[src/rtl/pc_pkg.sv]
`default_nettype none
// ============================================================================
// Module      : pc_pkg
// Description : Shared types and default constants for the fetch-address
//               sequencer: state enum, default width, step, boot vectors
//               and interrupt entry address.
// Revision    : 1.0 - initial release
// ============================================================================
package pc_pkg;

    // Sequencer operating states
    typedef enum logic [1:0] {
        BOOT = 2'd0,
        RUN  = 2'd1,
        HALT = 2'd2
    } pc_state_t;

    localparam int unsigned C_ADDR_W   = 32;
    localparam int unsigned C_NUM_VECT = 4;
    localparam int unsigned C_SEL_W    = 2;
    localparam int unsigned C_STEP     = 4;

    // Entry i lives at bits [i*C_ADDR_W +: C_ADDR_W]: entry0=0, 1=15, 2=25, 3=75
    localparam logic [C_NUM_VECT*C_ADDR_W-1:0] C_BOOT_VECTORS =
        {32'd75, 32'd25, 32'd15, 32'd0};

    localparam logic [C_ADDR_W-1:0] C_IRQ_VECTOR = 32'h0000_0080;

endpackage
`default_nettype wire

[src/rtl/pc_boot_mux.sv]
`default_nettype none
// ============================================================================
// Module      : pc_boot_mux
// Description : Combinational NUM_VECT-way boot vector select. A select
//               value with no matching entry falls back to entry 0.
// Revision    : 1.0 - initial release
// ============================================================================
module pc_boot_mux
    import pc_pkg::*;
#(
    parameter int unsigned                 ADDR_W       = C_ADDR_W,
    parameter int unsigned                 NUM_VECT     = C_NUM_VECT,
    parameter int unsigned                 SEL_W        = C_SEL_W,
    parameter logic [NUM_VECT*ADDR_W-1:0]  BOOT_VECTORS = C_BOOT_VECTORS
) (
    input  logic [SEL_W-1:0]  i_sel,
    output logic [ADDR_W-1:0] o_vector
);

    logic [ADDR_W-1:0] w_table [NUM_VECT];

    for (genvar gi = 0; gi < NUM_VECT; gi++) begin : g_unpack
        assign w_table[gi] = BOOT_VECTORS[gi*ADDR_W +: ADDR_W];
    end

    // Pick the matching entry; anything out of range keeps the entry-0 default
    always_comb begin
        o_vector = w_table[0];
        for (int i = 0; i < NUM_VECT; i++) begin
            if (32'(i_sel) == 32'(i)) begin
                o_vector = w_table[i];
            end
        end
    end

endmodule
`default_nettype wire

[src/rtl/pc_sequencer.sv]
`default_nettype none
// ============================================================================
// Module      : pc_sequencer
// Description : Fetch-address sequencer. Loads a boot vector on reset, spends
//               one cycle in BOOT, then advances by STEP per cycle in RUN with
//               stall, aligned redirect and a HALT/resume state.
//               Optional interrupt entry/return enabled by macro PC_IRQ_EN.
// Revision    : 1.0 - initial release
// ============================================================================
module pc_sequencer
    import pc_pkg::*;
#(
    parameter int unsigned                 ADDR_W       = C_ADDR_W,
    parameter int unsigned                 NUM_VECT     = C_NUM_VECT,
    parameter int unsigned                 SEL_W        = C_SEL_W,
    parameter logic [NUM_VECT*ADDR_W-1:0]  BOOT_VECTORS = C_BOOT_VECTORS,
    parameter int unsigned                 STEP         = C_STEP
`ifdef PC_IRQ_EN
    ,
    parameter logic [ADDR_W-1:0]           IRQ_VECTOR   = C_IRQ_VECTOR
`endif
) (
    input  logic              clock,
    input  logic              reset,
    input  logic [SEL_W-1:0]  boot_sel,
    input  logic              stall,
    input  logic              halt,
    input  logic              resume,
    input  logic              redirect_valid,
    input  logic [ADDR_W-1:0] redirect_addr,
    output logic [ADDR_W-1:0] pc,
    output logic              pc_valid,
    output logic              align_err
`ifdef PC_IRQ_EN
    ,
    input  logic              irq,
    input  logic              eret,
    output logic              irq_ack,
    output logic [ADDR_W-1:0] epc
`endif
);

    pc_state_t         r_state;
    pc_state_t         w_state_nxt;
    logic [ADDR_W-1:0] r_pc;
    logic [ADDR_W-1:0] w_pc_nxt;
    logic [ADDR_W-1:0] w_boot_vec;
    logic [ADDR_W-1:0] w_seq_pc;
    logic [ADDR_W-1:0] w_redir_pc;
    logic              w_redir_misaligned;
    logic              r_pc_valid;
    logic              r_align_err;
    logic              w_align_nxt;
`ifdef PC_IRQ_EN
    logic              r_ie;
    logic              w_ie_nxt;
    logic              r_irq_ack;
    logic              w_irq_ack_nxt;
    logic [ADDR_W-1:0] r_epc;
    logic [ADDR_W-1:0] w_epc_nxt;
`endif

    pc_boot_mux #(
        .ADDR_W       (ADDR_W),
        .NUM_VECT     (NUM_VECT),
        .SEL_W        (SEL_W),
        .BOOT_VECTORS (BOOT_VECTORS)
    ) u_boot_mux (
        .i_sel    (boot_sel),
        .o_vector (w_boot_vec)
    );

    // Low two bits are forced to zero on a redirect; a nonzero pair is flagged
    assign w_seq_pc           = r_pc + ADDR_W'(STEP);
    assign w_redir_pc         = {redirect_addr[ADDR_W-1:2], 2'b00};
    assign w_redir_misaligned = |redirect_addr[1:0];

    // Next-state and next-pc selection; every output defaults to "hold"
    always_comb begin
        w_state_nxt = r_state;
        w_pc_nxt    = r_pc;
        w_align_nxt = 1'b0;
`ifdef PC_IRQ_EN
        w_ie_nxt      = r_ie;
        w_irq_ack_nxt = 1'b0;
        w_epc_nxt     = r_epc;
`endif
        case (r_state)
            BOOT: begin
                // The boot vector itself is the first valid fetch
                w_state_nxt = RUN;
            end
            RUN: begin
                if (redirect_valid) begin
                    w_pc_nxt    = w_redir_pc;
                    w_align_nxt = w_redir_misaligned;
                end else if (!stall) begin
                    w_pc_nxt = w_seq_pc;
                end
`ifdef PC_IRQ_EN
                // Return beats entry, entry beats redirect; an overridden
                // redirect is not accepted and therefore raises no flag
                if (eret) begin
                    w_pc_nxt    = r_epc;
                    w_ie_nxt    = 1'b1;
                    w_align_nxt = 1'b0;
                end else if (irq && r_ie && !stall) begin
                    w_epc_nxt     = redirect_valid ? w_redir_pc : w_seq_pc;
                    w_pc_nxt      = IRQ_VECTOR;
                    w_ie_nxt      = 1'b0;
                    w_irq_ack_nxt = 1'b1;
                    w_align_nxt   = 1'b0;
                end
`endif
                if (halt) begin
                    w_state_nxt = HALT;
                end
            end
            HALT: begin
                // A redirect while halted retargets the restart address
                if (redirect_valid) begin
                    w_pc_nxt    = w_redir_pc;
                    w_align_nxt = w_redir_misaligned;
                end
                if (resume) begin
                    w_state_nxt = RUN;
                end
            end
            default: begin
                w_state_nxt = BOOT;
            end
        endcase
    end

    // State and output registers; reset reloads the selected boot vector
    always_ff @(posedge clock) begin
        if (reset) begin
            r_state     <= BOOT;
            r_pc        <= w_boot_vec;
            r_pc_valid  <= 1'b0;
            r_align_err <= 1'b0;
`ifdef PC_IRQ_EN
            r_ie        <= 1'b1;
            r_irq_ack   <= 1'b0;
            r_epc       <= '0;
`endif
        end else begin
            r_state     <= w_state_nxt;
            r_pc        <= w_pc_nxt;
            r_pc_valid  <= (w_state_nxt == RUN);
            r_align_err <= w_align_nxt;
`ifdef PC_IRQ_EN
            r_ie        <= w_ie_nxt;
            r_irq_ack   <= w_irq_ack_nxt;
            r_epc       <= w_epc_nxt;
`endif
        end
    end

    assign pc        = r_pc;
    assign pc_valid  = r_pc_valid;
    assign align_err = r_align_err;
`ifdef PC_IRQ_EN
    assign irq_ack   = r_irq_ack;
    assign epc       = r_epc;
`endif

endmodule
`default_nettype wire

[config.mk]
export PLATFORM = sky130hd
export DESIGN_NAME = pc_sequencer
export DESIGN_NICKNAME = d
export VERILOG_FILES = /design/src/rtl/pc_pkg.sv /design/src/rtl/pc_boot_mux.sv /design/src/rtl/pc_sequencer.sv
export SDC_FILE = /design/constraint.sdc
export NUM_CORES = 1
export LEC_CHECK = 0
export CORE_MARGIN = 5
export CORE_UTILIZATION = 47
export CTS_CLUSTER_DIAMETER = 60
export CTS_CLUSTER_SIZE = 16
export DETAILED_ROUTE_END_ITERATION = 10
export PLACE_DENSITY = 0.89
export SLEW_MARGIN = 20
export SYNTH_ARGS = -nofsm -noshare
export SYNTH_HDL_FRONTEND = slang
export SYNTH_SLANG_ARGS = --single-unit
[constraint.sdc]
create_clock -name clock -period 6.8 [get_ports clock]
set_input_delay 1.36 -clock clock [delete_from_list [all_inputs] [get_ports clock]]
set_output_delay 1.36 -clock clock [all_outputs]
set_load 0.05 [all_outputs]
# --- After elaboration in Yosys (flattened, before gate mapping) ---
# Cells that the tools add are included.
# Widths: inputs -> output; s select.
word_totals:
  regBits: 36
  in_bits: 40
  output_inout_bits: 34
  wordCells: 32
op_classes:
  n_addsub: 1
  eq_ne: 8
  n_mux: 11
  bitwise: 2
  reduce_logical: 6
op_table:
  columns: ["cell", "n"]
  rows:
  - ["$mux 32", 4]
  - ["$pmux 32 s2", 1]
  - ["$add 32x3->32 const B", 1]
  - ["$mux 7", 1]
  - ["$eq 2x1->1 const B", 3]
  - ["$eq 2x2->1 const B", 3]
  - ["$pmux 2 s3", 1]
  - ["$mux 5", 1]
  - ["$mux 2", 2]
  - ["$mux 4", 1]
  - ["$ne 4x4->1 const B", 1]
  - ["$reduce_or 2->1", 2]
  - ["$ne 3x3->1 const B", 1]
  - ["$reduce_and 3->1", 1]
  - ["$reduce_bool 3->1", 1]
  - ["$reduce_or 3->1", 1]
  - ["$logic_not 2->1", 1]
  - ["$not 1->1", 2]

# --- Longest topological paths before layout ---
# Gate-level depths: netlist of the first run.
depth:
  depth_word: 5
  mapped_depth: 7
  ltp_nobuf: 6

# --- Cells and area by module ---
# A second synthesis of the first run with hierarchy kept.
hier_totals:
  cells_unflattened: 287
  area_unflattened_um2: 2600.0
modules_own_cells:
  columns: ["mod", "n_inst", "cells_each", "area_each_um2", "seq_area_each_um2"]
  rows:
  - ["pc_sequencer", 1, 254, 2361.0, 1041.0]
  - ["pc_boot_mux", 1, 33, 239.0, 0.0]

# --- Worst setup path after synthesis of the first run ---
# Ideal clock, no wire load.
synth_timing:
  kind: "input to register"
  start: "in stall"
  end: "reg r_pc[10], in the netlist pc[10], enable pin"
  setup_ns: 0.523
  arrival_ns: 4.896
  required_ns: 6.277
  slack_ns: 1.381
  cell_stages: 1
  n_path_buf: 0
  cell_sequence: "o311ai_0"
synth_between:
  elab_chain_cells: 2
synth_rtl:
  columns: ["element", "line", "rtl"]
  rows:
  - ["from (decl)", "pc_sequencer.sv:26", "input logic stall,"]
  - ["$ne 4x4->1 (no line)", null, null]
  - ["$reduce_and 3->1 (no line)", null, null]
  - ["to (signal assigned)", "pc_sequencer.sv:139", "r_pc <= w_boot_vec;"]
  - ["to (signal assigned)", "pc_sequencer.sv:149", "r_pc <= w_pc_nxt;"]
  - ["to (decl)", "pc_sequencer.sv:45", "logic [ADDR_W-1:0] r_pc;"]
# No other way between the ends.
# A chain may end at the register's enable or synchronous reset.

# --- Worst setup path after layout of the first run ---
layout_timing:
  start: "in reset"
  end: "reg r_pc[3], in the netlist pc[3], enable pin"
layout_between:
  elab_chain_cells: 2
  elab_cells_between_ends: 4
  cone_classes: "eq/ne: 2; reduce/logical: 2"
layout_rtl:
  columns: ["element", "line", "rtl"]
  rows:
  - ["from (decl)", "pc_sequencer.sv:24", "input logic reset,"]
  - ["$ne 4x4->1 (no line), or another cell as far along", null, null]
  - ["$reduce_and 3->1 (no line) (*)", null, null]
# Every way passes the cells marked *; elsewhere a longest branch is shown, timed or not.

==> results of run 1 <==
-- worst max-delay path, delay by kind of cell --
kind	cells	cell delay, ns
buf+inv	3	1.93
compound gates	1	0.18
-- report_power, final --
part | switching, uW | leakage, uW | internal, uW
Combinational | 151 | 0.000634 | 88.7
Clock | 84.7 | 0.0000784 | 184
Sequential | 40.0 | 0.000368 | 277
-- sequential cells by signal (all words and copies together), names as in the netlist --
register,flops
align_err,1
pc,32
pc_valid,1
r_state,2
-- synth_stat cells (all sizes together), types with 2 or more instances --
library cell	number
a31oi	14
nor4	3
inv	10
or3	5
or4	12
nand3	14
and4	6
o31ai	10
xor2	8
o21ai	29
and3	2
a21oi	6
clkbuf	11
ha	5
dfxtp	4
a211oi	5
nor2	13
buf	3
nand2	13
nand3b	3
xnor2	2
nand4	13
nor3	3
edfxtp	32
-- layout make-up --
cell class                 instances  share of cell area
sequential                        36              0.3222
timing repair buffer              75              0.2308
inverter                          10             0.01162
multi-input combinational        180              0.3602
tap                               67             0.02595
clock inverter                     3             0.02789
clock buffer                       5             0.02130
-- path summary, 6_finish.rpt --
check,cells after the start,startpoint,endpoint
max,4,reset,pc[3]
min,2,r_state[1],r_state[1]
max reg2reg,4,pc[7],pc[27]
min reg2reg,2,r_state[1],r_state[1]
-- stage by stage --
step	cell area, um^2	total power (uW)
final	3231	824.3
after global routing	3231	853.6
after CTS	3231	822.1
after detailed placement	3072	557.9
after global placement	3072	552.7
after floorplan	2317	465.1
-- cells by family after synthesis --
logic type	count (synthesis)	synth area share
DFF	36	0.4492
xor gates and xnor gates	10	0.03780
buffers and inverters	24	0.05292
muxes	1	0.004320
adders and majority gates	5	0.02700
AOI/OAI and AO/OA	74	0.1987
and+or+nand+nor	90	0.2300
-- cells in the final DEF (no fill, tap or decap), types with 3 or more instances in the layout --
cell type and count:
a211oi_1 5, dfxtp_1 4, nand3b_1 3, inv_1 10, and4_1 3, a21oi_1 6
clkdlybuf4s50_1 73, or3_1 4, clkbuf_8 5, o31ai_1 10, nand3_1 13, nand2_1 13
bufinv_16 3, nand4_1 13, or4_1 12, xor2_1 8, edfxtp_1 32, nor4_1 3
ha_1 5, nor2_1 12, a31oi_1 14, nor3_1 3, o21ai_0 29
-- per-layer routing --
layer	wire length (um)	part of all wire
met5	0	0
met4	127	0.020
met3	581	0.090
met2	3081	0.47
met1	2696	0.42
==> impl_metrics.json, run 1 <==
{
  "die_area_um2": 6434,
  "worstSetupEndpointType": "flip-flop",
  "synth-seq-cells": 36,
  "ant_nets": 0,
  "drv_slew": 0,
  "met2_usage": 0.3228,
  "via_per_inst": 6.181,
  "worstSetupPathType": "in -> reg",
  "chipWidth_um": 80.22,
  "drc": 0,
  "vias": 2324,
  "yosys.area.top_type": "edfxtp_1",
  "place_congestion": 0.8487,
  "htreeDepth": 2,
  "setup.worst_path.start_class": "input pin",
  "synth_edf_count": 32,
  "grt_pass1_wl_um": 10400,
  "critical-path-max-stage-delay_ns": 0.95,
  "post-route-period-util": 0.5211,
  "yosys.cell_types.count": 43,
  "antenna_found_initial": 0,
  "routedWlPerCell_um": 17.25,
  "insertedDiodeCount": 0,
  "worstPathMaxFanout": 30,
  "syn_inst": 240,
  "rrSetupSlack_ns": 4.39,
  "cts_resized": 0,
  "drt_iter0_drc": 237,
  "ys.flop_type": "edfxtp_1",
  "cts-root-buf": "clkbuf_8",
  "nets": 353,
  "io_pins": 74,
  "finalSetupTns_ns": 0,
  "fill_cells": 385,
  "critical_path_required_ns": 6.75,
  "core_um2": 4755,
  "die_h_um": 80.22,
  "dr.pass1.iters": 5,
  "rsz0062_at_grt": "no",
  "clock_skew_ns": 0.01118,
  "syn_nets": 285,
  "seq_area_frac_synth": 0.4492,
  "multi_input_area_um2": 1164,
  "stdcell_count": 376,
  "avgSynthCellArea_um2": 9.655,
  "grt_util_met1": 0.2801,
  "min_period_ns": 3.543,
  "cts_setup_buffers": 0,
  "post-place-ws_ns": 3.018,
  "path_clk_slew_ns": 0.07,
  "vdd.ir_drop.worst_mv": 0.1179,
  "fmax_mhz": 282.2,
  "critPathSlowestCell": "clkdlybuf4s50_1",
  "top_usage_layer": "met2",
  "grt_use_total": 0.2066,
  "initial_core_util": 0.4874,
  "drive_above_1_share": 0.05825,
  "status": "finished, final reports clean",
  "cts_max_path_buffers": 2,
  "ys_top_cells_by_area": "edfxtp_1 41%, o21ai_0 6.3%, or4_1 3.9%",
  "dp_hpwl_um": 4561,
  "grtUsageMet3": 0.05045,
  "hold_slack_ns": 0.5904,
  "drv_cap": 0,
  "area_growth_pct": 39.42,
  "cp.arrival_ns": 3.49,
  "clk_latency_ns": 0.30,
  "seqCellArea_um2": 1041,
  "io_buffers": 73,
  "clock-sinks": 36,
  "synthArstFlopShare": 0,
  "drt_wl_total_um": 6487,
  "netlist_area_um2": 2317,
  "setup_viol": 0,
  "path_cells": "clkdlybuf4s50_1, inv_1, o311ai_2, buf_4",
  "finalCoreUtilization": 0.6795,
  "powerDensity_nw_per_um2": 255.2,
  "slew_headroom": 0.5024,
  "timing.final.ws_setup_ns": 3.257,
  "numCtsBuffers": 5,
  "holdCritPathClass": "reg -> reg",
  "cts_hold_repair.buffers": 0,
  "yosysTopAreaCellShare": 0.4147,
  "cts_tree": "yes",
  "grt_max_degree": 51,
  "leakagePower_uw": 0.001081,
  "grt_overflow": 0,
  "hold_viol": 0,
  "dp_cells": 368,
  "tightest_slew_ns": 0.7441,
  "synth_warnings": 0,
  "num_rows": 25,
  "first_global_vias": 2132
}
Power figures use the tool's default switching activity.
==> run 2, diff against run 1 <==
--- a/config.mk
+++ b/config.mk
@@ -6,11 +6,11 @@
 export NUM_CORES = 1
 export LEC_CHECK = 0
 export CORE_MARGIN = 5
-export CORE_UTILIZATION = 47
+export CORE_UTILIZATION = 42
 export CTS_CLUSTER_DIAMETER = 60
 export CTS_CLUSTER_SIZE = 16
 export DETAILED_ROUTE_END_ITERATION = 10
-export PLACE_DENSITY = 0.89
+export PLACE_DENSITY = 0.85
 export SLEW_MARGIN = 20
 export SYNTH_ARGS = -nofsm -noshare
 export SYNTH_HDL_FRONTEND = slang
==> constraint.sdc (replaced) <==
create_clock -name clock -period 2.8 [get_ports clock]
set_input_delay 0.56 -clock clock [delete_from_list [all_inputs] [get_ports clock]]
set_output_delay 0.56 -clock clock [all_outputs]
set_load 0.05 [all_outputs]
==> run 2 against run 1 <==
Compared with the run above:
- total power grew 110%
- sequential power is 140% higher
- register-to-register slack worse by 3.8 ns
- final cell count grew 2.7%
- worst hold slack better by 0.019 ns
- non-clock buffer count increased by 5
- count of clock-buffer cells in the layout increased by 2
- die area is 10% higher
- combinational power rose by 150%
==> impl_metrics.json, run 2 (synthesis results as in run 1) <==
{
  "status": "finished, final reports clean",
  "largest_reg_flops": 32,
  "cts_setup_buffers": 0,
  "hold_viol": 0,
  "critical-path-max-stage-delay_ns": 0.86,
  "post-route-period-util": 0.8013,
  "worstSetupPathType": "reg -> reg",
  "antenna_found_initial": 0,
  "die_h_um": 84.28,
  "core_um2": 5439,
  "worstPathMaxFanout": 17,
  "io_buffers": 73,
  "rrSetupSlack_ns": 0.56,
  "dr.pass1.iters": 4,
  "cp.arrival_ns": 2.24,
  "tightest_slew_ns": 0.9340,
  "fmax_mhz": 445.7,
  "pwr-share-clk": 0.216,
  "reg2reg_depth": 4,
  "power.switching_uw": 640.3,
  "worstSetupEndpointType": "flip-flop",
  "grt_max_degree": 29,
  "crit_cells": 4,
  "vias": 2249,
  "internal_power_uw": 1091,
  "setup.worst_path.start_class": "flip-flop",
  "slew_headroom": 0.3758,
  "clock_skew_ns": 0.001907,
  "htreeDepth": 2,
  "chipWidth_um": 84.28,
  "vdd.ir_drop.worst_mv": 0.3037,
  "leakagePower_uw": 0.001073,
  "io_pins": 74,
  "stdcell_count": 386,
  "numCtsBuffers": 5,
  "clk_latency_ns": 0.29,
  "path_clk_slew_ns": 0.07,
  "powerDensity_nw_per_um2": 538.5,
  "grt_overflow": 0,
  "nets": 358,
  "timing.final.ws_setup_ns": 0.5563,
  "grt_pass1_wl_um": 10430,
  "cts_tree": "yes",
  "drt_iter0_drc": 177,
  "crit_buf_inv": 2,
  "finalSetupTns_ns": 0,
  "hold_slack_ns": 0.6090,
  "clock-sinks": 36,
  "first_global_vias": 2113,
  "hold-path-cell-count": 2,
  "setup_viol": 0,
  "place_congestion": 0.8571,
  "p_seq_frac": 0.444,
  "initial_core_util": 0.4260,
  "area_growth_pct": 38.77,
  "path_cells": "inv_1, ha_1, o311ai_4, buf_4",
  "cts_max_path_buffers": 2,
  "post-place-ws_ns": 0.3853,
  "insertedDiodeCount": 0,
  "drive_above_1_share": 0.06688,
  "die_area_um2": 7102,
  "drc": 0,
  "critical_path_required_ns": 2.80,
  "combPwrFrac": 0.340,
  "drv_slew": 0,
  "holdCritPathClass": "reg -> reg",
  "cts_hold_repair.buffers": 0,
  "layout_commonest_cell": "clkdlybuf4s50_1",
  "total_power_uw": 1732,
  "cts-root-buf": "clkbuf_8",
  "ant_nets": 0,
  "min_period_ns": 2.244,
  "drt_wl_total_um": 6490,
  "via_per_inst": 5.826,
  "cpLargestDelayFamily": "compound AO/OA/AOI/OAI gates",
  "routedWlPerCell_um": 16.81,
  "critPathSlowestCell": "o311ai_4",
  "dp_cells": 378,
  "drv_cap": 0,
  "rsz0062_at_grt": "no",
  "grt_use_total": 0.1821,
  "layout_common_cells": "73 x clkdlybuf4s50_1, 32 x edfxtp_1, 29 x o21ai_0",
  "swShare": 0.3698,
  "dp_hpwl_um": 4741,
  "num_rows": 27,
  "cts_resized": 0
}
## run 2: cell types whose count changed in the layout (fill, tap and decap cells not counted)
cell | before | now
buf_4 | 2 | 7
bufinv_16 | 3 | 0
clkbuf_1 | 0 | 1
clkbuf_8 | 5 | 6
clkinv_1 | 0 | 1
o311ai_2 | 1 | 0
o311ai_4 | 0 | 1
## run 2: path summary, 6_finish.rpt
path	start	to
worst max-delay path	r_state[0]	pc[14]
worst min-delay path	r_state[1]	r_state[1]
worst max register to register	r_state[0]	pc[14]
worst min register to register	r_state[1]	r_state[1]
## run 2: cell type report
type	instances	area (um^2)
fill	468	2223
clock buffer	7	86.33
multi-input combinational	180	1174
tap	72	90.09
sequential	36	1041
clock inverter	1	3.754
inverter	10	37.54
timing repair buffer	80	783.3
## run 2: worst register-to-register path, stage by stage, from the launching register on
cell and delay (ns):
dfxtp_1 0.39, inv_1 0.09, ha_1 0.30, o311ai_4 0.86
buf_4 0.31
## run 2: layer usage
| metal | wire length, um | vias to the layer above | share of wire | global-route usage |
|---|---|---|---|---|
| met3 | 467 | 7 | 0.072 | 0.04024 |
| met4 | 94 | 0 | 0.014 | 0.06579 |
| met2 | 3148 | 95 | 0.49 | 0.2999 |
| met1 | 2779 | 1051 | 0.43 | 0.2347 |
| met5 | 0 | - | 0 | 0 |
| li1 | - | 1096 | - | - |
## run 2: power by group through the flow
stage	sequential [uW]	clock (uW)	combinational (uW)
3_5_place_dp	776	0	589
4_1_cts	766	385	592
3_3_place_gp	775	0	580
2_1_floorplan	974	0	154
5_1_grt	780	410	620
6_report	768	374	589
## run 2: stage by stage
stage                     utilization  instance area [um^2]
after floorplan                     -                  2325
after global placement         0.5746                  3126
after detailed placement       0.5746                  3126
after CTS                      0.5912                  3216
after global routing           0.5912                  3216
final                          0.5912                  3216
